<file path="src/rtl/mfp_ahb_tone_synth.sv">
// -----------------------------------------------------------------------------
// mfp_ahb_tone_synth
//
// Multi-channel square-wave tone synthesiser on the AHB-Lite peripheral bus.
// Each channel has a half-period, a duration (in ms ticks) and a volume.
// Software programs these registers and then starts a note. All playing
// channels are summed and the sum drives a single PWM stream that feeds the
// board's 1-bit audio output.
//
// Register map: HADDR = {ch[1:0], reg[1:0]}
//   reg 0 PERIOD   RW  half-period in HCLK cycles (0 = rest note)
//   reg 1 DURATION RW  note length in ticks (0 = play until stopped)
//   reg 2 VOLUME   RW  mixer weight of the channel while its square is high
//   reg 3 CTRL     W: bit0 = start, bit1 = stop (stop wins)  R: bit0 = busy
// Channels at or above NUM_CH ignore writes and read as 0.
//
// Optional build macro:
//   MFP_AUDIO_ENVELOPE_EN  Each playing channel loses one volume step per tick,
//                          saturating at 0. VOLUME reads return the live value.
//
// Ports:
//   HCLK                      sole clock (25 MHz)
//   HRESETn                   synchronous active-low reset
//   HADDR[3:0]                register address {ch, reg}
//   HTRANS[1:0]               AHB transfer type
//   HWDATA[31:0]              write data, valid in the data phase
//   HWRITE                    write/read select
//   HSEL                      peripheral select
//   HRDATA[31:0]              registered read data
//   OUT_audio_pwm_and_enable  [0] = AUD_PWM, [1] = AUD_SD (amplifier enable)
// -----------------------------------------------------------------------------
module mfp_ahb_tone_synth #(
    parameter int NUM_CH   = 4,
    parameter int DIV_W    = 16,
    parameter int DUR_W    = 16,
    parameter int PWM_W    = 8,
    parameter int TICK_DIV = 25000
) (
    input  logic        HCLK,
    input  logic        HRESETn,
    input  logic [3:0]  HADDR,
    input  logic [1:0]  HTRANS,
    input  logic [31:0] HWDATA,
    input  logic        HWRITE,
    input  logic        HSEL,
    output logic [31:0] HRDATA,
    output logic [1:0]  OUT_audio_pwm_and_enable
);

    // Mixer width: four channels at full volume fit without overflow.
    localparam int S      = PWM_W + 2;
    localparam int TICK_W = (TICK_DIV > 1) ? $clog2(TICK_DIV) : 1;

    localparam logic [1:0] HTRANS_IDLE  = 2'b00;
    localparam logic [1:0] REG_PERIOD   = 2'd0;
    localparam logic [1:0] REG_DURATION = 2'd1;
    localparam logic [1:0] REG_VOLUME   = 2'd2;
    localparam logic [1:0] REG_CTRL     = 2'd3;

    typedef enum logic {
        CH_IDLE = 1'b0,
        CH_PLAY = 1'b1
    } ch_state_t;

    // -------------------------------------------------------------------------
    // AHB address phase capture. The write itself happens in the data phase,
    // one cycle later, when HWDATA is valid.
    // -------------------------------------------------------------------------
    logic [3:0] addr_d;
    logic [1:0] trans_d;
    logic       write_d;
    logic       sel_d;

    always_ff @(posedge HCLK) begin
        // NOTE: sequential state always uses non-blocking assignments so that
        // every register samples the values from before this clock edge.
        if (!HRESETn) begin
            addr_d  <= '0;
            trans_d <= HTRANS_IDLE;
            write_d <= 1'b0;
            sel_d   <= 1'b0;
        end else begin
            addr_d  <= HADDR;
            trans_d <= HTRANS;
            write_d <= HWRITE;
            sel_d   <= HSEL;
        end
    end

    logic       wr_en;
    logic       wr_hit;
    logic [1:0] wr_ch;
    logic [1:0] wr_reg;

    assign wr_en  = (trans_d != HTRANS_IDLE) && sel_d && write_d;
    assign wr_ch  = addr_d[3:2];
    assign wr_reg = addr_d[1:0];
    assign wr_hit = wr_en && (int'(wr_ch) < NUM_CH);

    // Only the low bits of HWDATA are stored; fold the rest away explicitly.
    logic unused_hwdata;
    assign unused_hwdata = ^HWDATA;

    // -------------------------------------------------------------------------
    // Duration tick prescaler (free running, never realigned on note start).
    // -------------------------------------------------------------------------
    logic [TICK_W-1:0] presc_q;
    logic              tick;

    assign tick = (presc_q == TICK_W'(TICK_DIV - 1));

    always_ff @(posedge HCLK) begin
        if (!HRESETn) begin
            presc_q <= '0;
        end else if (tick) begin
            presc_q <= '0;
        end else begin
            presc_q <= presc_q + TICK_W'(1);
        end
    end

    // -------------------------------------------------------------------------
    // Programmable channel registers.
    // -------------------------------------------------------------------------
    logic [DIV_W-1:0] period_q   [NUM_CH];
    logic [DUR_W-1:0] duration_q [NUM_CH];
    logic [PWM_W-1:0] volume_q   [NUM_CH];

    always_ff @(posedge HCLK) begin
        if (!HRESETn) begin
            // NOTE: these register arrays are small flop banks that software
            // may read before ever writing, so every entry is reset; a RAM
            // would not be reset this way.
            for (int c = 0; c < NUM_CH; c++) begin
                period_q[c]   <= '0;
                duration_q[c] <= '0;
                volume_q[c]   <= '0;
            end
        end else if (wr_hit) begin
            for (int c = 0; c < NUM_CH; c++) begin
                if (int'(wr_ch) == c) begin
                    case (wr_reg)
                        REG_PERIOD:   period_q[c]   <= HWDATA[DIV_W-1:0];
                        REG_DURATION: duration_q[c] <= HWDATA[DUR_W-1:0];
                        REG_VOLUME:   volume_q[c]   <= HWDATA[PWM_W-1:0];
                        default:      ;  // CTRL is a command, not storage
                    endcase
                end
            end
        end
    end

    // Start/stop commands decoded from a CTRL write; stop overrides start.
    logic [NUM_CH-1:0] start_req;
    logic [NUM_CH-1:0] stop_req;

    always_comb begin
        start_req = '0;
        stop_req  = '0;
        for (int c = 0; c < NUM_CH; c++) begin
            if (wr_hit && (int'(wr_ch) == c) && (wr_reg == REG_CTRL)) begin
                stop_req[c]  = HWDATA[1];
                start_req[c] = HWDATA[0] && !HWDATA[1];
            end
        end
    end

    // -------------------------------------------------------------------------
    // Per-channel note FSM with half-period and duration counters.
    // -------------------------------------------------------------------------
    ch_state_t        state_q  [NUM_CH];
    ch_state_t        state_d  [NUM_CH];
    logic [DIV_W-1:0] half_q   [NUM_CH];
    logic [DIV_W-1:0] half_d   [NUM_CH];
    logic [DUR_W-1:0] dur_q    [NUM_CH];
    logic [DUR_W-1:0] dur_d    [NUM_CH];
    logic             square_q [NUM_CH];
    logic             square_d [NUM_CH];
`ifdef MFP_AUDIO_ENVELOPE_EN
    logic [PWM_W-1:0] live_q   [NUM_CH];
    logic [PWM_W-1:0] live_d   [NUM_CH];
`endif

    always_ff @(posedge HCLK) begin
        if (!HRESETn) begin
            for (int c = 0; c < NUM_CH; c++) begin
                state_q[c]  <= CH_IDLE;
                half_q[c]   <= '0;
                dur_q[c]    <= '0;
                square_q[c] <= 1'b0;
`ifdef MFP_AUDIO_ENVELOPE_EN
                live_q[c]   <= '0;
`endif
            end
        end else begin
            for (int c = 0; c < NUM_CH; c++) begin
                state_q[c]  <= state_d[c];
                half_q[c]   <= half_d[c];
                dur_q[c]    <= dur_d[c];
                square_q[c] <= square_d[c];
`ifdef MFP_AUDIO_ENVELOPE_EN
                live_q[c]   <= live_d[c];
`endif
            end
        end
    end

    always_comb begin
        for (int c = 0; c < NUM_CH; c++) begin
            // NOTE: every combinational output gets a default before any
            // branch, so no path leaves it unassigned and no latch is built.
            state_d[c]  = state_q[c];
            half_d[c]   = half_q[c];
            dur_d[c]    = dur_q[c];
            square_d[c] = square_q[c];
`ifdef MFP_AUDIO_ENVELOPE_EN
            live_d[c]   = live_q[c];
`endif
            if (stop_req[c]) begin
                state_d[c] = CH_IDLE;
            end else if (start_req[c]) begin
                // A start while playing simply restarts the note.
                state_d[c]  = CH_PLAY;
                half_d[c]   = period_q[c] - DIV_W'(1);
                dur_d[c]    = duration_q[c];
                square_d[c] = (period_q[c] != '0);
`ifdef MFP_AUDIO_ENVELOPE_EN
                live_d[c]   = volume_q[c];
`endif
            end else if (state_q[c] == CH_PLAY) begin
                if (period_q[c] == '0) begin
                    // Rest note: hold the square low; a zeroed counter makes a
                    // later non-zero PERIOD toggle on the very next cycle.
                    square_d[c] = 1'b0;
                    half_d[c]   = '0;
                end else if (half_q[c] == '0) begin
                    // PERIOD is sampled only here, so a new value lands at the
                    // next reload rather than cutting the current half-cycle.
                    square_d[c] = ~square_q[c];
                    half_d[c]   = period_q[c] - DIV_W'(1);
                end else begin
                    half_d[c]   = half_q[c] - DIV_W'(1);
                end

                if (tick) begin
                    // A zero duration counter means the note never times out.
                    if (dur_q[c] == DUR_W'(1)) begin
                        state_d[c] = CH_IDLE;
                    end else if (dur_q[c] != '0) begin
                        dur_d[c] = dur_q[c] - DUR_W'(1);
                    end
`ifdef MFP_AUDIO_ENVELOPE_EN
                    if (live_q[c] != '0) begin
                        live_d[c] = live_q[c] - PWM_W'(1);
                    end
`endif
                end
            end
`ifdef MFP_AUDIO_ENVELOPE_EN
            // A VOLUME write also sets the live level so it reads back at once.
            if (wr_hit && (int'(wr_ch) == c) && (wr_reg == REG_VOLUME)) begin
                live_d[c] = HWDATA[PWM_W-1:0];
            end
`endif
        end
    end

    // Volume actually heard (and read back) for each channel.
    logic [PWM_W-1:0] vol_eff [NUM_CH];

    always_comb begin
        for (int c = 0; c < NUM_CH; c++) begin
`ifdef MFP_AUDIO_ENVELOPE_EN
            vol_eff[c] = live_q[c];
`else
            vol_eff[c] = volume_q[c];
`endif
        end
    end

    // -------------------------------------------------------------------------
    // Mixer and PWM.
    // -------------------------------------------------------------------------
    logic [S-1:0] mix;
    logic [S-1:0] pwm_cnt;
    logic         busy_any;

    always_comb begin
        mix      = '0;
        busy_any = 1'b0;
        for (int c = 0; c < NUM_CH; c++) begin
            if (state_q[c] == CH_PLAY) begin
                busy_any = 1'b1;
                if (square_q[c]) begin
                    mix = mix + S'(vol_eff[c]);
                end
            end
        end
    end

    // -------------------------------------------------------------------------
    // Read mux: decoded from the address phase, registered into HRDATA.
    // -------------------------------------------------------------------------
    logic [31:0] rd_data;

    always_comb begin
        rd_data = '0;
        for (int c = 0; c < NUM_CH; c++) begin
            if (int'(HADDR[3:2]) == c) begin
                case (HADDR[1:0])
                    REG_PERIOD:   rd_data[DIV_W-1:0] = period_q[c];
                    REG_DURATION: rd_data[DUR_W-1:0] = duration_q[c];
                    REG_VOLUME:   rd_data[PWM_W-1:0] = vol_eff[c];
                    default:      rd_data[0]         = (state_q[c] == CH_PLAY);
                endcase
            end
        end
    end

    always_ff @(posedge HCLK) begin
        if (!HRESETn) begin
            HRDATA                   <= '0;
            pwm_cnt                  <= '0;
            OUT_audio_pwm_and_enable <= 2'b00;
        end else begin
            HRDATA                   <= rd_data;
            pwm_cnt                  <= pwm_cnt + S'(1);
            OUT_audio_pwm_and_enable <= {busy_any, (pwm_cnt < mix)};
        end
    end

endmodule

</file>
<file path="config.mk">
export PLATFORM = sky130hd
export DESIGN_NAME = mfp_ahb_tone_synth
export DESIGN_NICKNAME = d
export VERILOG_FILES = /design/src/rtl/mfp_ahb_tone_synth.sv
export SDC_FILE = /design/constraint.sdc
export NUM_CORES = 1
export LEC_CHECK = 0
export ABC_CLOCK_PERIOD_IN_PS = 13400
export CORE_MARGIN = 10
export CORE_UTILIZATION = 47
export CTS_CLUSTER_DIAMETER = 50
export DETAILED_ROUTE_END_ITERATION = 8
export HOLD_SLACK_MARGIN = 0.08
export PLACE_DENSITY = 0.67
export SLEW_MARGIN = 25
export SYNTH_ARGS = -nofsm -noshare
export SYNTH_HDL_FRONTEND = slang
export SYNTH_SLANG_ARGS = --single-unit
</file>
<file path="constraint.sdc">
create_clock -name HCLK -period 13.4 [get_ports HCLK]
set_input_delay 2.68 -clock HCLK [delete_from_list [all_inputs] [get_ports HCLK]]
set_output_delay 2.68 -clock HCLK [all_outputs]
set_load 0.01 [all_outputs]
</file>
==> impl_metrics.json, run 1 <==
{
  "routedWlPerCell_um": 21.2,
  "synth_edf_count": 163,
  "fin_crit_ns": 6.30,
  "synth_seq_cells": 347,
  "rsz0062_at_grt": "false",
  "cp-start-kind": "flip-flop",
  "grt_pass1_wl_um": 96800,
  "synth_cells": 2333,
  "cts_buffer_depth": 3,
  "postCtsSetupBuffers": 0,
  "critPathMaxFanout": 12,
  "fmax_ghz": 0.159,
  "wirelength_um": 62700,
  "clock-sinks": 347,
  "syn_to_final_growth_pct": 11.2,
  "port-buffer-count": 43,
  "async_flop_share_pct": 0,
  "worstSetupEndpointType": "flip-flop",
  "cts_tree": "built",
  "power_uw": 2590,
  "fillCellCount": 3984,
  "vias": 18400,
  "ant_nets": 0,
  "fin_worst_skew_ns": 0.0300,
  "crit_type": "flip-flop to flip-flop",
  "clkTransAtPathRegs_ns": 0.06,
  "worst_slew_pin_slew_ns": 1.06,
  "finalSetupViolations": 0,
  "hold_path_startpoint": "presc_q[0]$_SDFF_PP0_",
  "slowest_delay_ns": 0.63,
  "whs_ns": 0.446,
  "grt_max_degree": 63,
  "yosysSeqAreaShare_pct": 41.2,
  "p_leak_uw": 0.00864,
  "timing_hold_violations_final": 0,
  "netlist.area_leader.share_pct": 23.5,
  "core_sq_um": 44000,
  "hold_depth": 1,
  "die-area_sq_um": 53100,
  "die-height_um": 230,
  "synthDistinctLibCells": 95,
  "r2r_slack_ns": 7.10,
  "synthTopCellsByCount": "nor2_1 (207), nand2_1 (192), and2_1 (185)",
  "drt_iter0_drc": 2403,
  "ir_worst_vdd_mv": 0.0817,
  "tns_ns": 0,
  "ios": 76,
  "synth_compound_area_share_pct": 17.1,
  "synth-simple-area-share_pct": 25.5,
  "multiInputGateArea_sq_um": 11400,
  "numCtsBuffers": 45,
  "drc": 0,
  "dp_hpwl_um": 44600,
  "initial_core_util_pct": 47.2,
  "synth_top_family_by_area": "simple AND/OR/NAND/NOR gates",
  "fin_area_sq_um": 23100,
  "yosysMostFrequentCell": "nor2_1",
  "syn_avg_cell_area_sq_um": 8.92,
  "rows": 77,
  "cts_resized": 0,
  "vias_per_cell": 6.22,
  "cp_common_cell": "ha_1",
  "grt_antenna_before_repair": 2,
  "synth_xor_area_share_pct": 4.29,
  "clk-insertion-delay-late_ns": 0.59,
  "grt_pass1_vias": 16900,
  "synth_area_leaders": "edfxtp_1 (24%), dfxtp_1 (18%), and2_1 (5.6%), nor2_1 (3.7%), a21oi_1 (3.7%)",
  "gp_congestion": 0.901,
  "cp.required_ns": 13.91,
  "worst_path_max_delay_cell": "dfxtp_1",
  "r2r-start": "state_q[0]$_DFF_P_",
  "first_pass_iters": 5,
  "min_to": "presc_q[0]$_SDFF_PP0_",
  "drv_slew": 0,
  "cts_hold_buf": 0,
  "netlist_area_sq_um": 20800,
  "reg2reg_depth": 27,
  "synth-warning-count": 0,
  "die_w_um": 230,
  "grt_use_total_pct": 22.8,
  "maxSlewHeadroom_pct": 28.8,
  "place_area_sq_um": 21600,
  "finalNetCount": 2427,
  "cap_violations": 0,
  "synth_fa_ha_area_share_pct": 3.78,
  "r2r_end": "OUT_audio_pwm_and_enable[0]$_SDFF_PN0_",
  "synth_top_cell_by_area": "edfxtp_1",
  "register_area_sq_um": 8580,
  "fin_crit_sh_pct": 47.0,
  "cts-root-buf": "clkbuf_16",
  "ys.flop_type": "dfxtp_1",
  "synth_mux_area_share_pct": 3.94,
  "status": "finished, final reports clean",
  "critPathArrivalTime_ns": 6.82,
  "hold_path.class": "flip-flop to flip-flop",
  "grt.overflow.total": 0,
  "power_density_nw_per_um2": 112,
  "drive_gt1_share_pct": 7.67,
  "htree_levels": 2
}
-- how the worst max path moves through the flow --
stage	start	to	slack, ns	depth (start not counted)
after floorplan	state_q[0]$_DFF_P_	OUT_audio_pwm_and_enable[0]$_SDFF_PN0_	8.22	26
after global placement	HWDATA[0]	dur_q[1][9]$_SDFFE_PN0P_	7.23	8
after detailed placement	HWDATA[0]	dur_q[1][14]$_SDFFE_PN0P_	7.16	8
after CTS	state_q[0]$_DFF_P_	OUT_audio_pwm_and_enable[0]$_SDFF_PN0_	7.19	27
after global routing	state_q[0]$_DFF_P_	OUT_audio_pwm_and_enable[0]$_SDFF_PN0_	6.54	27
final	state_q[0]$_DFF_P_	OUT_audio_pwm_and_enable[0]$_SDFF_PN0_	7.10	27
-- worst max-delay path: cells and delay by family, from the launching register on --
family	cells	cell delay, ns
mux	1	0.29
xor+xnor	2	0.32
simple gates	7	0.87
compound gates	10	2.37
fa+ha+maj	5	1.56
flops	1	0.63
buf+inv	2	0.16
-- registers in the layout, indices dropped and copies added (netlist names) --
signal                    cells
dur_q                        64
volume_q                     32
sel_d                         1
duration_q                   64
half_q                       64
pwm_cnt                      10
state_q                       4
square_q                      4
period_q                     64
HRDATA                       16
OUT_audio_pwm_and_enable      2
trans_d                       2
presc_q                      15
write_d                       1
addr_d                        4
-- through the flow --
| step | setup WS, ns | instances | util, % |
|---|---|---|---|
| floorplan | 8.22 | 2348 | - |
| global placement | 7.23 | 2869 | 49.0 |
| detailed placement | 7.16 | 2869 | 49.0 |
| CTS | 7.19 | 2953 | 52.5 |
| global route | 6.54 | 2953 | 52.5 |
| finish | 7.10 | 2957 | 52.6 |
-- area by class of cell --
cell class / count / share of cell area [%]
Multi-Input combinational cell: 1807 / 49.4
Sequential cell: 347 / 37.1
Clock buffer: 56 / 5.32
Tap cell: 592 / 3.20
Timing Repair Buffer: 69 / 2.65
Clock inverter: 28 / 1.42
Inverter: 54 / 0.876
Antenna cell: 4 / 0.0433
-- power by group --
part	total [uW]	switching, uW	internal (uW)
logic	160	102	57.4
clock network	1260	491	773
registers	1170	31.5	1130
total	2590	625	1970
-- cell usage in the layout (no fill, tap or decap), types with 15 or more instances in the layout --
cell,Yosys,layout
o211ai_1,22,22
or3_1,28,28
edfxtp_1,163,163
and3_1,28,28
buf_4,18,27
and2_1,185,185
a211oi_1,19,19
nand2_1,192,192
mux2i_1,38,38
xnor2_1,35,35
clkbuf_16,0,47
a31oi_1,28,28
o31ai_1,27,27
a21oi_1,155,154
nand2b_1,20,20
o22ai_1,28,28
inv_1,54,53
nor4_1,33,32
or4_1,25,25
o21ai_1,6,18
conb_1,1,16
o21ai_0,142,130
nor2_1,207,207
clkdlybuf4s50_1,0,40
nor3_1,88,84
nand3_1,79,79
nand4_1,17,17
xor2_1,67,67
ha_1,58,58
nor2b_1,15,15
dfxtp_1,184,184
a32o_1,24,24
-- cells by family (layout without fill, tap and decap cells) --
family | after synthesis | count (layout)
other | 1 | 20
AND/OR/NAND/NOR | 1004 | 1004
AO/OA/AOI/OAI | 561 | 561
flip-flops | 347 | 347
multiplexers | 63 | 63
adder cells (fa/ha/maj) | 61 | 61
XOR/XNOR | 102 | 102
buffers and inverters | 194 | 207
-- layer usage --
metal | track usage, % | vias up | part of all wire, %
met2 | 35.4 | 829 | 45
met4 | 8.18 | 2 | 3.3
met1 | 31.6 | 8892 | 43
met5 | 0 | - | 0.021
met3 | 3.75 | 121 | 8.6
li1 | - | 8558 | -
Power figures use the tool's default switching activity.
==> run 2: changes to the inputs <==
--- a/config.mk
+++ b/config.mk
@@ -5,13 +5,13 @@
 export SDC_FILE = /design/constraint.sdc
 export NUM_CORES = 1
 export LEC_CHECK = 0
-export ABC_CLOCK_PERIOD_IN_PS = 13400
+export ABC_CLOCK_PERIOD_IN_PS = 5200
 export CORE_MARGIN = 10
 export CORE_UTILIZATION = 47
 export CTS_CLUSTER_DIAMETER = 50
 export DETAILED_ROUTE_END_ITERATION = 8
 export HOLD_SLACK_MARGIN = 0.08
-export PLACE_DENSITY = 0.67
+export PLACE_DENSITY = 0.69
 export SLEW_MARGIN = 25
 export SYNTH_ARGS = -nofsm -noshare
 export SYNTH_HDL_FRONTEND = slang
==> constraint.sdc (replaced) <==
create_clock -name HCLK -period 5.2 [get_ports HCLK]
set_input_delay 1.04 -clock HCLK [delete_from_list [all_inputs] [get_ports HCLK]]
set_output_delay 1.04 -clock HCLK [all_outputs]
set_load 0.01 [all_outputs]
==> run 2 against run 1 <==
The flow now finishes with violations (negative setup slack). Final cell count increased by 2.3%. Via count increased by 1.5%. Sequential cell count unchanged. Core utilization increased by 1.7 points. Setup slack got worse by 7.1 ns. Die area unchanged. Largest cell class unchanged.
==> impl_metrics.json, run 2 (synthesis results as in run 1) <==
{
  "fin_worst_skew_ns": 0.0323,
  "fin_area_sq_um": 23900,
  "grt_max_degree": 48,
  "ir_worst_vdd_mv": 0.242,
  "numCtsBuffers": 47,
  "place_area_sq_um": 22000,
  "clock-sinks": 347,
  "worstSetupEndpointType": "flip-flop",
  "grt_use_total_pct": 23.8,
  "finalSetupViolations": 1,
  "routedWlPerCell_um": 21.7,
  "clkTransAtPathRegs_ns": 0.06,
  "ant_nets": 0,
  "die-area_sq_um": 53100,
  "cap_violations": 0,
  "grt_antenna_before_repair": 3,
  "power_uw": 6660,
  "gp_congestion": 0.993,
  "critPathArrivalTime_ns": 5.68,
  "cp_common_cell": "buf_4",
  "status": "finished with violations",
  "p_leak_uw": 0.00900,
  "fin_crit_sh_pct": 100,
  "cp-start-kind": "flip-flop",
  "drive_gt1_share_pct": 11.6,
  "core_sq_um": 44000,
  "rsz0062_at_grt": "true",
  "first_pass_iters": 6,
  "grt.overflow.total": 0,
  "ios": 76,
  "grt_pass1_wl_um": 101000,
  "finalNetCount": 2499,
  "antenna_cells": 0,
  "die-height_um": 230,
  "slowest_delay_ns": 0.45,
  "cp_top_family": "compound AO/OA/AOI/OAI gates",
  "path_buf_inv": 8,
  "initial_core_util_pct": 47.2,
  "wirelength_um": 65600,
  "critPathMaxFanout": 5,
  "final_cell_mix": "nor2_1 (204), nand2_1 (191), dfxtp_1 (183), and2_1 (183), edfxtp_1 (163)",
  "hold_path.class": "flip-flop to flip-flop",
  "dp_hpwl_um": 46500,
  "power_density_nw_per_um2": 279,
  "maxSlewHeadroom_pct": 30.1,
  "crit_type": "flip-flop to flip-flop",
  "syn_to_final_growth_pct": 14.8,
  "grt_pass1_vias": 17800,
  "worst_slew_pin_slew_ns": 1.05,
  "final_common_cell": "nor2_1",
  "drc": 0,
  "timing_hold_violations_final": 0,
  "port-buffer-count": 43,
  "vias_per_cell": 6.17,
  "htree_levels": 2,
  "fmax_ghz": 0.192,
  "cts_hold_buf": 0,
  "worst_path_max_delay_cell": "edfxtp_1",
  "fin_crit_ns": 5.22,
  "drv_slew": 0,
  "die_w_um": 230,
  "violations": "negative setup slack",
  "cts_buffer_depth": 3,
  "cts_tree": "built",
  "cp.required_ns": 5.67,
  "setup_slack_ns": -0.0169,
  "drt_iter0_drc": 2016,
  "clk-insertion-delay-late_ns": 0.60,
  "cts-root-buf": "clkbuf_16",
  "vias": 18700,
  "rows": 77
}
-- run 2: cell types whose count changed in the layout (fill, tap and decap cells not counted), sizes merged --
cell and delta:
buf +70, bufinv -2, clkinv +7, clkinvlp -2, diode -4, clkbuf -2
inv +2
-- run 2: path summary, 6_finish.rpt --
| kind | start | end | cells after the start | slack [ns] |
|---|---|---|---|---|
| worst min-delay path | presc_q[0]$_SDFF_PP0_ | presc_q[0]$_SDFF_PP0_ | 1 | 0.44 |
| worst max-delay path | square_q[0]$_DFFE_PP_ | OUT_audio_pwm_and_enable[0]$_SDFF_PN0_ | 26 | -0.02 |
| worst min register to register | presc_q[0]$_SDFF_PP0_ | presc_q[0]$_SDFF_PP0_ | 1 | 0.44 |
| worst max register to register | square_q[0]$_DFFE_PP_ | OUT_audio_pwm_and_enable[0]$_SDFF_PN0_ | 26 | -0.02 |
-- run 2: layer usage --
layer	GRT usage, %	routed length [um]	vias up
li1	-	-	8685
met1	32.0	27600	8997
met2	37.2	29800	837
met3	4.27	5610	159
met4	10.1	2560	6
met5	0	72	-
-- run 2: where the power goes --
part | internal [uW] | total [uW] | switching (uW) | leakage [uW]
combinational | 159 | 426 | 267 | 0.00512
sequential | 2920 | 3010 | 85.5 | 0.00314
clock | 1910 | 3230 | 1320 | 0.000745
total | 4990 | 6660 | 1670 | 0.00900
-- run 2: per-stage QoR --
step	TNS (ns)	utilization, %	hold slack [ns]	setup slack [ns]	instances
global placement	-0.382	50.0	0.425	-0.382	2930
finish	-0.0169	54.3	0.441	-0.0169	3026
CTS	0	54.0	0.446	0.00165	3024
detailed placement	-0.458	50.0	0.438	-0.458	2930
floorplan	0	-	0.413	0.0160	2348
global route	-0.283	54.3	0.470	-0.283	3026
-- run 2: final cells by class --
cell class / instances / area [sq um]
multi-input combinational: 1807 / 11700
sequential: 347 / 8580
tap: 592 / 741
clock buffer: 54 / 1220
timing repair buffer: 139 / 1150
fill: 3992 / 20100
clock inverter: 33 / 313
inverter: 54 / 203
-- run 2: worst register-to-register path, stage by stage, from the launching register on --
cell and delay (ns):
edfxtp_1 0.45, nand3_2 0.12, buf_4 0.15, buf_4 0.12, buf_4 0.12, buf_4 0.12, o21ai_0 0.30, ha_1 0.24
inv_1 0.06, fa_1 0.38, nor2b_1 0.19, o31a_1 0.16, buf_4 0.12, a211oi_1 0.04, a21o_1 0.19, ha_1 0.33
buf_4 0.12, o21ai_0 0.11, o21ai_0 0.28, a211oi_1 0.12, nor3_1 0.24, xnor2_1 0.12, ha_1 0.33, and4_4 0.27
buf_6 0.10, nand2_2 0.03, o31a_1 0.26
-- run 2: timing repair --
item | CTS | global route
endpoints found under the setup margin | 1 | 1
pin swaps | 26 | 23
buffers inserted | 7 | 2
endpoints found under the hold margin | 0 | 0
gates resized for setup | 34 | 15
